$ cat config.mk
export PLATFORM = sky130hd
export DESIGN_NAME = cvxif_result_buffer_flat
export DESIGN_NICKNAME = d
export VERILOG_FILES = /design/src/rtl/cvxif_result_buffer_if.sv /design/src/rtl/cvxif_result_buffer.sv /design/src/flat_wrapper.sv
export SDC_FILE = /design/constraint.sdc
export NUM_CORES = 1
export LEC_CHECK = 0
export ABC_AREA = 1
export BUFFER_PORTS_ARGS = -buffer_cell sky130_fd_sc_hd__buf_4
export CORE_ASPECT_RATIO = 0.9
export CORE_MARGIN = 2
export CORE_UTILIZATION = 25
export CTS_BUF_LIST = sky130_fd_sc_hd__clkbuf_8 sky130_fd_sc_hd__clkbuf_16
export DETAILED_ROUTE_END_ITERATION = 7
export PLACE_DENSITY = 0.37
export RECOVER_POWER = 100
export SKIP_CTS_REPAIR_TIMING = 1
export SYNTH_ARGS = -nofsm -noshare
export SYNTH_HDL_FRONTEND = slang
export SYNTH_SLANG_ARGS = --single-unit
$ cat constraint.sdc
create_clock -name clk_i -period 10.3 [get_ports clk_i]
set_clock_uncertainty 0.1 [all_clocks]
set_input_delay 2.06 -clock clk_i [delete_from_list [all_inputs] [get_ports clk_i]]
set_output_delay 2.06 -clock clk_i [all_outputs]
set_load 0.01 [all_outputs]
$ cat src/rtl/cvxif_result_buffer_if.sv
// Result channel from the coprocessor and writeback channel to the core, bundled
// so the buffer and its environment share one set of signal declarations.
interface cvxif_result_buffer_if #(
    parameter int XLEN     = 64,
    parameter int ID_WIDTH = 4
) ();
    // Both channels: a transfer happens on a rising edge where valid and ready are both high;
    // valid never waits for ready, and the sender holds its payload stable until the transfer.
    logic                x_result_valid_i;
    logic                x_result_ready_o;
    logic [ID_WIDTH-1:0] x_result_id_i;
    logic [XLEN-1:0]     x_result_data_i;
    logic [4:0]          x_result_rd_i;
    logic                x_result_we_i;
    logic                x_result_exc_i;
    logic [5:0]          x_result_exccode_i;

    logic                wb_valid_o;
    logic                wb_ready_i;
    logic [ID_WIDTH-1:0] wb_id_o;
    logic [XLEN-1:0]     wb_data_o;
    logic [4:0]          wb_rd_o;
    logic                wb_we_o;
    logic                wb_exc_o;
    logic [5:0]          wb_exccode_o;

    modport master (
        output x_result_valid_i, x_result_id_i, x_result_data_i, x_result_rd_i,
               x_result_we_i, x_result_exc_i, x_result_exccode_i, wb_ready_i,
        input  x_result_ready_o, wb_valid_o, wb_id_o, wb_data_o, wb_rd_o,
               wb_we_o, wb_exc_o, wb_exccode_o
    );

    modport slave (
        input  x_result_valid_i, x_result_id_i, x_result_data_i, x_result_rd_i,
               x_result_we_i, x_result_exc_i, x_result_exccode_i, wb_ready_i,
        output x_result_ready_o, wb_valid_o, wb_id_o, wb_data_o, wb_rd_o,
               wb_we_o, wb_exc_o, wb_exccode_o
    );
endinterface

$ cat src/rtl/cvxif_result_buffer.sv
// In-order result buffer between a CV-X-IF coprocessor and core writeback:
// a circular FIFO with no fall-through and no full-bypass, flushable in one cycle.
module cvxif_result_buffer #(
    parameter  int DEPTH    = 4,
    parameter  int XLEN     = 64,
    parameter  int ID_WIDTH = 4,
    localparam int CNT_W    = $clog2(DEPTH + 1)
) (
    input  logic                    clk_i,
    input  logic                    rst_ni,
    input  logic                    flush_i,
    cvxif_result_buffer_if.slave    bus,
    output logic [CNT_W-1:0]        count_o
);
    localparam int               PTR_W   = $clog2(DEPTH);
    localparam logic [CNT_W-1:0] DEPTH_C = CNT_W'(DEPTH);

    typedef struct packed {
        logic [ID_WIDTH-1:0] id;
        logic [XLEN-1:0]     data;
        logic [4:0]          rd;
        logic                we;
        logic                exc;
        logic [5:0]          exccode;
    } entry_t;

    entry_t           mem [DEPTH];
    entry_t           wr_entry;
    entry_t           head;
    logic [PTR_W-1:0] rd_ptr_q;
    logic [PTR_W-1:0] wr_ptr_q;
    logic [CNT_W-1:0] count_q;
    logic             push;
    logic             pop;

    // Ready ignores a same-cycle pop so the accept path never depends on wb_ready_i.
    assign bus.x_result_ready_o = (count_q < DEPTH_C) && !flush_i;
    assign bus.wb_valid_o       = (count_q != '0);

    assign push = bus.x_result_valid_i && bus.x_result_ready_o && !flush_i;
    assign pop  = bus.wb_valid_o && bus.wb_ready_i && !flush_i;

    // An excepting result must never write the register file; its code is zeroed otherwise.
    always_comb begin
        wr_entry         = '0;
        wr_entry.id      = bus.x_result_id_i;
        wr_entry.data    = bus.x_result_data_i;
        wr_entry.rd      = bus.x_result_rd_i;
        wr_entry.we      = bus.x_result_we_i && !bus.x_result_exc_i;
        wr_entry.exc     = bus.x_result_exc_i;
        wr_entry.exccode = bus.x_result_exc_i ? bus.x_result_exccode_i : 6'd0;
    end

    always_ff @(posedge clk_i) begin
        if (push) begin
            mem[wr_ptr_q] <= wr_entry;
        end
    end

    // DEPTH is a power of two, so pointer increments wrap DEPTH-1 -> 0 naturally.
    always_ff @(posedge clk_i or negedge rst_ni) begin
        if (!rst_ni) begin
            rd_ptr_q <= '0;
            wr_ptr_q <= '0;
            count_q  <= '0;
        end else if (flush_i) begin
            rd_ptr_q <= '0;
            wr_ptr_q <= '0;
            count_q  <= '0;
        end else begin
            if (push) begin
                wr_ptr_q <= wr_ptr_q + PTR_W'(1);
            end
            if (pop) begin
                rd_ptr_q <= rd_ptr_q + PTR_W'(1);
            end
            case ({push, pop})
                2'b10:   count_q <= count_q + CNT_W'(1);
                2'b01:   count_q <= count_q - CNT_W'(1);
                default: count_q <= count_q;
            endcase
        end
    end

    assign head             = mem[rd_ptr_q];
    assign bus.wb_id_o      = head.id;
    assign bus.wb_data_o    = head.data;
    assign bus.wb_rd_o      = head.rd;
    assign bus.wb_we_o      = head.we;
    assign bus.wb_exc_o     = head.exc;
    assign bus.wb_exccode_o = head.exccode;
    assign count_o          = count_q;
endmodule

$ cat src/flat_wrapper.sv
// flat-port wrapper written by rule: the top's interface ports become plain ports
module cvxif_result_buffer_flat 
#(
    parameter  int DEPTH    = 4,
    parameter  int XLEN     = 64,
    parameter  int ID_WIDTH = 4,
    localparam int CNT_W    = $clog2(DEPTH + 1)
)
  (clk_i, rst_ni, flush_i, count_o, bus_x_result_valid_i, bus_x_result_id_i, bus_x_result_data_i, bus_x_result_rd_i, bus_x_result_we_i, bus_x_result_exc_i, bus_x_result_exccode_i, bus_wb_ready_i, bus_x_result_ready_o, bus_wb_valid_o, bus_wb_id_o, bus_wb_data_o, bus_wb_rd_o, bus_wb_we_o, bus_wb_exc_o, bus_wb_exccode_o);
  cvxif_result_buffer_if #(.XLEN(XLEN), .ID_WIDTH(ID_WIDTH)) bus_i ();
  input  logic clk_i;
  input  logic rst_ni;
  input  logic flush_i;
  output logic [CNT_W-1:0] count_o;
  input wire logic [$bits(bus_i.x_result_valid_i)-1:0] bus_x_result_valid_i;
  input wire logic [$bits(bus_i.x_result_id_i)-1:0] bus_x_result_id_i;
  input wire logic [$bits(bus_i.x_result_data_i)-1:0] bus_x_result_data_i;
  input wire logic [$bits(bus_i.x_result_rd_i)-1:0] bus_x_result_rd_i;
  input wire logic [$bits(bus_i.x_result_we_i)-1:0] bus_x_result_we_i;
  input wire logic [$bits(bus_i.x_result_exc_i)-1:0] bus_x_result_exc_i;
  input wire logic [$bits(bus_i.x_result_exccode_i)-1:0] bus_x_result_exccode_i;
  input wire logic [$bits(bus_i.wb_ready_i)-1:0] bus_wb_ready_i;
  output wire logic [$bits(bus_i.x_result_ready_o)-1:0] bus_x_result_ready_o;
  output wire logic [$bits(bus_i.wb_valid_o)-1:0] bus_wb_valid_o;
  output wire logic [$bits(bus_i.wb_id_o)-1:0] bus_wb_id_o;
  output wire logic [$bits(bus_i.wb_data_o)-1:0] bus_wb_data_o;
  output wire logic [$bits(bus_i.wb_rd_o)-1:0] bus_wb_rd_o;
  output wire logic [$bits(bus_i.wb_we_o)-1:0] bus_wb_we_o;
  output wire logic [$bits(bus_i.wb_exc_o)-1:0] bus_wb_exc_o;
  output wire logic [$bits(bus_i.wb_exccode_o)-1:0] bus_wb_exccode_o;
  assign bus_i.x_result_valid_i = bus_x_result_valid_i;
  assign bus_i.x_result_id_i = bus_x_result_id_i;
  assign bus_i.x_result_data_i = bus_x_result_data_i;
  assign bus_i.x_result_rd_i = bus_x_result_rd_i;
  assign bus_i.x_result_we_i = bus_x_result_we_i;
  assign bus_i.x_result_exc_i = bus_x_result_exc_i;
  assign bus_i.x_result_exccode_i = bus_x_result_exccode_i;
  assign bus_i.wb_ready_i = bus_wb_ready_i;
  assign bus_x_result_ready_o = bus_i.x_result_ready_o;
  assign bus_wb_valid_o = bus_i.wb_valid_o;
  assign bus_wb_id_o = bus_i.wb_id_o;
  assign bus_wb_data_o = bus_i.wb_data_o;
  assign bus_wb_rd_o = bus_i.wb_rd_o;
  assign bus_wb_we_o = bus_i.wb_we_o;
  assign bus_wb_exc_o = bus_i.wb_exc_o;
  assign bus_wb_exccode_o = bus_i.wb_exccode_o;
  cvxif_result_buffer #(.DEPTH(DEPTH), .XLEN(XLEN), .ID_WIDTH(ID_WIDTH)) u_core (.clk_i(clk_i), .rst_ni(rst_ni), .flush_i(flush_i), .bus(bus_i), .count_o(count_o));
endmodule
==> results of run 1 <==
[flip-flops by register name, indices dropped and copies added, names as in the netlist]
name,cells
u_core.mem,324
u_core.count_o,3
u_core.wr_ptr_q,2
u_core.rd_ptr_q,2
[Yosys cell counts]
library cell  instances  share of area
ha_1                  4         0.0040
clkinv_2              1        0.00040
nor2_1              169          0.051
o21ai_0             165          0.067
fa_1                  1         0.0016
clkinv_1              1        0.00030
nor3_1                1        0.00040
nor2_2                2         0.0010
edfxtp_1            324           0.78
dfrtp_1               7          0.014
inv_2                 2        0.00060
nand2_2               3         0.0015
a32o_1                1        0.00081
nand4_1               1        0.00050
buf_4                 2         0.0012
nand3_1               3         0.0012
a21oi_2               2         0.0014
clkbuf_1             34          0.010
inv_1                18         0.0054
nand2_1              19         0.0057
o22ai_1              81          0.041
a21oi_1               2        0.00081
buf_2                16         0.0065
[cell type report]
type	count	area share
clock buffers	39	0.0654
clock inverters	26	0.0134
inverters	22	0.00579
multi-input cells	454	0.149
flip-flops and latches	331	0.664
well taps	632	0.0530
repair buffers	183	0.0498
[per-stage QoR]
| stage | utilization | worst slack [ns] | power, mW | std cells |
|---|---|---|---|---|
| floorplan | - | 3.91 | 1.68 | 859 |
| global placement | 0.294 | 5.01 | 1.82 | 1622 |
| detailed placement | 0.294 | 5.00 | 1.82 | 1622 |
| CTS | 0.318 | 4.39 | 3.14 | 1687 |
| global route | 0.304 | 2.35 | 3.16 | 1687 |
| finish | 0.304 | 2.95 | 3.03 | 1687 |
[where the power goes]
group	switching (mW)	total (mW)	internal (mW)
logic	0.148	0.205	0.0578
registers	0.0173	1.54	1.52
clock network	0.526	1.29	0.759
total	0.691	3.03	2.34
[cell families (layout without fill, tap and decap cells)]
logic type	count (synthesis)	after routing	synth area share
adder cells (fa/ha/maj)	5	5	0.00564
flip-flops	331	331	0.798
AO/OA/AOI/OAI	251	251	0.110
buffers and inverters	74	270	0.0247
AND/OR/NAND/NOR	198	198	0.0615
[metal layers]
metal / global-route usage / vias to the layer above
met3: 0.0304 / 40
met4: 0.0394 / 2
met1: 0.167 / 3685
li1: - / 3564
met5: 0 / -
met2: 0.196 / 141
[cell usage in the layout (no fill, tap or decap), types with 6 or more instances in the layout]
master	synthesis	final
edfxtp_1	324	324
clkbuf_1	34	168
nor2_1	169	166
o21ai_0	165	165
o22ai_1	81	81
clkbuf_16	0	39
inv_1	18	25
nand2_1	19	21
buf_4	2	15
clkinv_1	1	9
dfrtp_1	7	6
[critical path: cells and delay by family]
kind	cells	cell delay (ns)
buffers and inverters	3	4.54
AND/OR/NAND/NOR	3	0.67
[worst paths after layout]
kind,startpoint,end,depth (start not counted),slack [ns]
max,flush_i,u_core.mem[1][12]$_DFFE_PP_,6,2.95
min,u_core.wr_ptr_q[0]$_DFFE_PN0P_,u_core.wr_ptr_q[0]$_DFFE_PN0P_,1,0.46
max reg2reg,u_core.count_o[2]$_DFFE_PN0P_,u_core.mem[1][12]$_DFFE_PP_,5,4.20
min reg2reg,u_core.wr_ptr_q[0]$_DFFE_PN0P_,u_core.wr_ptr_q[0]$_DFFE_PN0P_,1,0.46
max in group asynchronous,rst_ni,u_core.rd_ptr_q[1]$_DFFE_PN0P_,1,8.45
min in group asynchronous,rst_ni,u_core.wr_ptr_q[1]$_DFFE_PN0P_,1,1.33
==> results.md, run 1 <==
- Htree depth: 2
- Cells along the critical path: clkbuf_1, nor2_1, nand2_1, nor2_4, clkbuf_1, clkbuf_1
- Nature of the critical path endpoint: flop
- Fraction of final layout cells sized beyond drive strength 1: 0.0711
- CTS tree: yes
- Vias: 7,432
- Worst Path Max Fanout: 49
- Die W: 239 microns
- CP max stage delay: 2.68 ns
- Mapped Cells: 859
- Final Hold Vio Count: 0
- Number of global-route vias before repair: 7,402
- Initial antenna violation count: 1
- Met2 wire length: 15,100 microns
- Post-route DRC: 0
- Wl on met1: 14,500 microns
- Fin crit share: 0.714
- Routed vias/inst: 4.41
- Peak Freq: 0.136 GHz
- Syn avg cell area: 14.5 sq um
- Final min period: 7.35 ns
- FF+latch area: 9910 sq um
- Crit path required time: 10.27 ns
- Final hold slack: 0.461 ns
- Final net count: 1,122
- Maxcap violations: 9
- Cell area power density: 203 nW/um^2
- YS warnings: 0
- Routed WL: 31,800 microns
- Chip height: 215 microns
- RSZ-0062 raised after global routing: false
- Layout area overhead: 20.2%
- Crit path top cell by count: clkbuf_1
- Multi-input logic area: 2220 sq um
- Final antenna-violating net count: 0
- Least-Margin Pin Slew: 3.64 ns
- # fillers: 5,004
- Clock Latency Late Sink: 0.54 ns
- Peak VDD IR: 0.000117 V
- Met3 Routed Length: 1610 microns
- Pins Over Slew Limit: 421
- Leakage: 4.82 nW
- First-pass GRT wire length: 47,700 microns
- Synth unique cells: 23
- Drt pass-1 iters: 4
- Port bufs: 171
- CP max-delay cell: clkbuf_1
- Worst Hold Class: flop to flop
- Root buf cell: clkbuf_16
- CTS Buf Count: 39
- I/O pin total: 172
- Rel. slew slack: -1.42
- Endpoints failing setup: 0
- Status: finished, violations left
- Core area: 49,000 sq um
- Ant. Diodes: 0
- GRT overflow: 0
- Post-synthesis cell area: 12,400 sq um
- Maximum number of pins on one net before global-route repair: 88
- FF+latch count, synth: 331
- Clock Sinks: 331
- DP HPWL: 17,000 microns
- Arr. time, crit path: 7.32 ns
- DR WL/cell: 18.8 microns
- Uppermost routed layer: met5
- Syn_nets: 950
- Initial core utilization: 0.253
- Cell row count: 77
- Setup crit start kind: input port
- Initial detailed-routing violation count: 302
- Longest Clk Path Bufs: 3
- Failing checks: capacitance limit, slew limit
- Die ar.: 51,500 sq um
- Gr usage total: 0.124
- Routability cong.: 0.679
- Reg clk slew, reported paths: 0.06 ns
- Sequential area share after synthesis: 0.798
- DP Area: 14,400 sq um
- Kind of critical path: input port to flop
- Setup_tns: 0 ns
- Fin area: 14,900 sq um
Note: power is estimated with default switching activity, not from simulation.
==> inputs of run 2 (changes only) <==
clock period = 7.1 ns   (was 10.3 ns; I/O delays follow)
==> run 2 against run 1 <==
- wire length shrank 1.2%
- via count shrank 0.59%
- highest routed layer unchanged
- sequential share of layout area grew 0.22 points
- die area is the same
- first-iteration DRC count grew 9.9%
- the flow still finishes with violations (capacitance limit, slew limit)
- hold slack is essentially flat
- largest power group unchanged
- register-to-register slack lost 2.0 ns
==> results.md, run 2 (same netlist as run 1, synthesis figures left out) <==
- Core area: 49,000 sq um
- Leakage: 4.85 nW
- Layout Cells excl Fill: 1,691
- Htree depth: 2
- Arr. time, crit path: 5.57 ns
- Maxcap violations: 8
- Number of global-route vias before repair: 7,310
- Vias: 7,388
- Status: finished, violations left
- Gr usage total: 0.121
- Initial detailed-routing violation count: 332
- Post-route DRC: 0
- DR WL/cell: 18.6 microns
- CTS tree: yes
- Maximum number of pins on one net before global-route repair: 85
- Reg clk slew, reported paths: 0.05 ns
- Fin crit share: 0.776
- Fraction of final layout cells sized beyond drive strength 1: 0.0756
- GRT overflow: 0
- Die W: 239 microns
- Fin area: 14,900 sq um
- RSZ-0062 raised after global routing: false
- Clock Sinks: 331
- DP Area: 14,400 sq um
- Final Hold Vio Count: 0
- Peak Freq: 0.182 GHz
- Largest Register: u_core.mem
- Placed cells: 1,623
- Cell row count: 77
- Worst Hold Class: flop to flop
- Final net count: 1,123
- Failing checks: capacitance limit, slew limit
- DP HPWL: 17,300 microns
- CP max-delay cell: nor2_1
- Root buf cell: clkbuf_16
- Routed WL: 31,400 microns
- CTS Buf Count: 39
- Die ar.: 51,500 sq um
- Setup crit start kind: input port
- Max reg flops: 324
- Endpoints failing setup: 0
- Longest Clk Path Bufs: 3
- Crit path required time: 7.16 ns
- Nature of the critical path endpoint: flop
- Clock Latency Late Sink: 0.54 ns
- Initial core utilization: 0.253
- Layout area overhead: 19.8%
- I/O pin total: 172
- Worst path bufs/invs: 2
- CP max stage delay: 2.45 ns
- First-pass GRT wire length: 46,800 microns
- Routed vias/inst: 4.37
- Cells along the critical path: clkbuf_1, nor2_1, nand2_1, nor2_1, clkbuf_2
- Fin util: 0.303
- Final min period: 5.51 ns
- Worst Path Max Fanout: 28
- Rel. slew slack: -1.21
- Kind of critical path: input port to flop
- Setup_tns: 0 ns
- Commonest non-fill, non-tap cell in the layout: edfxtp_1
- Final antenna-violating net count: 0
- Drt pass-1 iters: 4
- Most frequent cells in the layout: edfxtp_1, nor2_1, o21ai_0
- Worst reg2reg setup slack: 2.21 ns
- Critical path's top delay family: simple AND/OR/NAND/NOR gates
- Chip height: 215 microns
- Peak VDD IR: 0.000156 V
- Routability cong.: 0.681
- Port bufs: 171
- Pins Over Slew Limit: 271
- Cell area power density: 287 nW/um^2
- Initial antenna violation count: 1
- Least-Margin Pin Slew: 3.30 ns
- Crit path top cell by count: nor2_1
- # fillers: 4,986
==> run 2: cell count changes in the layout (fill, tap and decap cells not counted), sizes merged <==
cell,change
buf,+7
diode,+1
inv,+5
clkbuf,-6
bufinv,-3
==> run 2: worst paths after layout <==
path                       cells past startpoint                           start                             end
min in group asynchronous                      1                          rst_ni   u_core.count_o[0]$_DFFE_PN0P_
hold reg to reg                                1  u_core.wr_ptr_q[0]$_DFFE_PN0P_  u_core.wr_ptr_q[0]$_DFFE_PN0P_
setup reg to reg                               4   u_core.count_o[2]$_DFFE_PN0P_      u_core.mem[1][8]$_DFFE_PP_
hold / removal                                 1  u_core.wr_ptr_q[0]$_DFFE_PN0P_  u_core.wr_ptr_q[0]$_DFFE_PN0P_
max in group asynchronous                      1                          rst_ni  u_core.rd_ptr_q[0]$_DFFE_PN0P_
setup / recovery                               5                         flush_i      u_core.mem[1][8]$_DFFE_PP_
==> run 2: where the power goes <==
part           leakage [nW]  switching, mW  internal, mW
Clock                 0.589          0.757         0.992
Combinational          1.22          0.224        0.0871
Sequential             3.04         0.0127          2.20
Total                  4.85          0.993          3.28
==> run 2: cell type report <==
| type | instances | area (sq um) | area share |
|---|---|---|---|
| tap | 632 | 791 | 0.0532 |
| inverter | 22 | 86.3 | 0.00580 |
| multi-input combinational | 454 | 2190 | 0.147 |
| clock inverter | 28 | 128 | 0.00858 |
| antenna | 1 | 2.50 | 0.000168 |
| sequential | 331 | 9910 | 0.666 |
| timing repair buffer | 184 | 792 | 0.0532 |
| clock buffer | 39 | 976 | 0.0656 |
==> run 2: layer usage <==
layer	part of all wire	vias to the layer above	global-route usage	routed length, microns
met5	0.00041	-	0	13
met4	0.019	2	0.0371	592
met3	0.051	42	0.0315	1590
met2	0.46	136	0.195	14500
met1	0.47	3642	0.161	14600
li1	-	3566	-	-
==> run 2: through the flow <==
stage | total power [mW] | hold slack [ns] | setup WS [ns]
2_1_floorplan | 2.43 | 0.413 | 1.35
3_3_place_gp | 2.65 | 0.462 | 2.77
3_5_place_dp | 2.64 | 0.462 | 2.70
4_1_cts | 4.43 | 0.473 | 2.10
5_1_grt | 4.47 | 0.495 | 1.12
6_report | 4.27 | 0.461 | 1.59
==> inputs of run 3 (changes only) <==
PLACE_DENSITY = 0.39   (was 0.37)
clock period = 5 ns   (was 7.1 ns; I/O delays follow)
==> run 3 against run 2 <==
- the run still ends with capacitance limit, slew limit left
- register-to-register slack lost 1.2 ns
- global-route usage up 0.25 points
- sequential share of layout area shrank 0.48 points
- setup slack lost 0.73 ns
- die area unchanged
- clock power up 50%
- total power up 45%
- critical path depth decreased by 1
- wire length is 1.7% higher
- hold slack lost 0.20 ns
- first-iteration DRC count increased by 28%
==> results.md, run 3 (same netlist as run 1, synthesis figures left out) <==
- Post-route DRC: 0
- Cells along the critical path: clkbuf_2, o21ai_0, o22ai_1, clkbuf_1
- Final Hold Vio Count: 0
- Cell area power density: 415 nW/um^2
- Fraction of final layout cells sized beyond drive strength 1: 0.0849
- Final antenna-violating net count: 0
- Least-Margin Pin Slew: 2.73 ns
- Final min period: 4.14 ns
- Clock Sinks: 331
- Arr. time, crit path: 3.04 ns
- Cell row count: 77
- Htree depth: 2
- DR WL/cell: 18.8 microns
- Gr usage total: 0.124
- Worst Path Max Fanout: 67
- GRT overflow: 0
- Rel. slew slack: -0.818
- RSZ-0062 raised after global routing: false
- Peak Freq: 0.242 GHz
- Layout area overhead: 20.7%
- Crit path required time: 3.90 ns
- Multi-input logic area: 2200 sq um
- Routability cong.: 0.688
- Maxcap violations: 7
- Root buf cell: clkbuf_16
- Chip height: 215 microns
- Final net count: 1,127
- Peak VDD IR: 0.000198 V
- Nature of the critical path endpoint: output pin
- Fin crit share: 0.828
- DP HPWL: 17,400 microns
- Drt pass-1 iters: 4
- Kind of critical path: flop to output pin
- CTS tree: yes
- Commonest non-fill, non-tap cell in the layout: edfxtp_1
- Maximum number of pins on one net before global-route repair: 89
- # fillers: 4,951
- Reg clk slew, reported paths: 0.06 ns
- CP max stage delay: 1.09 ns
- Die W: 239 microns
- Clock Latency Late Sink: 0.55 ns
- Endpoints failing setup: 0
- Leakage: 4.87 nW
- Worst path bufs/invs: 2
- Worst Hold Class: input port to async pin
- Setup crit start kind: flop
- Critical path's top delay family: buffers and inverters
- CP max-delay cell: clkbuf_2
- Die ar.: 51,500 sq um
- I/O pin total: 172
- Routed WL: 31,900 microns
- Placed cells: 1,627
- Core area: 49,000 sq um
- First-pass GRT wire length: 47,900 microns
- Pwr Total: 6.21 mW
- Routed vias/inst: 4.42
- Vias: 7,475
- Most frequent cells in the layout: edfxtp_1, nor2_1, o21ai_0
- Layout Cells excl Fill: 1,693
- Max reg flops: 324
- Initial antenna violation count: 2
- Status: finished, violations left
- FF+latch area: 9910 sq um
- Number of global-route vias before repair: 7,489
- Failing checks: capacitance limit, slew limit
- Initial core utilization: 0.253
- Port bufs: 171
- Initial detailed-routing violation count: 425
- CTS Buf Count: 39
- Longest Clk Path Bufs: 3
- Largest Register: u_core.mem
- Pins Over Slew Limit: 228
## run 3: changes by cell type in the layout (fill, tap and decap cells not counted), moves of 2 or more
cell        before  now
inv_6            3    1
clkinv_1        10    6
clkinv_2         2    7
clkbuf_1       157  161
inv_1           31   22
clkinvlp_4       0    4
## run 3: path summary, 6_finish.rpt
kind | end | from | cells after the start | slack [ns]
setup / recovery | bus_wb_exc_o | u_core.rd_ptr_q[0]$_DFFE_PN0P_ | 4 | 0.86
hold / removal | u_core.count_o[0]$_DFFE_PN0P_ | rst_ni | 1 | 0.26
setup reg to reg | u_core.mem[0][15]$_DFFE_PP_ | u_core.count_o[2]$_DFFE_PN0P_ | 4 | 1.06
hold reg to reg | u_core.wr_ptr_q[0]$_DFFE_PN0P_ | u_core.wr_ptr_q[0]$_DFFE_PN0P_ | 1 | 0.47
max in group asynchronous | u_core.rd_ptr_q[1]$_DFFE_PN0P_ | rst_ni | 1 | 4.21
min in group clk_i | u_core.wr_ptr_q[0]$_DFFE_PN0P_ | u_core.wr_ptr_q[0]$_DFFE_PN0P_ | 1 | 0.47
## run 3: power breakdown
group | switching, mW | total, mW | internal, mW
Clock | 1.12 | 2.62 | 1.50
Combinational | 0.324 | 0.448 | 0.124
Sequential | 0.0184 | 3.15 | 3.13
Total | 1.46 | 6.21 | 4.75
## run 3: layout make-up
cell class / count / share of cell area
inverters: 22 / 0.00576
flip-flops and latches: 331 / 0.661
well taps: 632 / 0.0528
repair buffers: 188 / 0.0552
clock buffers: 40 / 0.0668
multi-input cells: 454 / 0.147
diodes: 1 / 0.000167
clock inverters: 25 / 0.0111
## run 3: per-stage QoR
step                utilization  hold slack, ns  setup WS, ns  TNS [ns]  area [sq um]
floorplan                     -           0.413        -0.332   -107.58         12400
global placement          0.295           0.464          1.80         0         14500
detailed placement        0.295           0.455          1.78         0         14500
CTS                       0.319           0.130          1.17         0         15600
global route              0.305           0.274         0.510         0         15000
finish                    0.305           0.260         0.862         0         15000
## run 3: worst reg2reg max path: stages (launching register included)
cell,delay [ns]
dfrtp_1,0.43
nor2_1,0.21
nand2_1,0.22
nor2_1,1.26
clkbuf_2,1.25
## run 3: per-layer routing
layer  wire, microns  global-route usage
met3            1520              0.0295
met2           15000               0.201
met4             723              0.0404
met1           14600               0.163
met5              13                   0
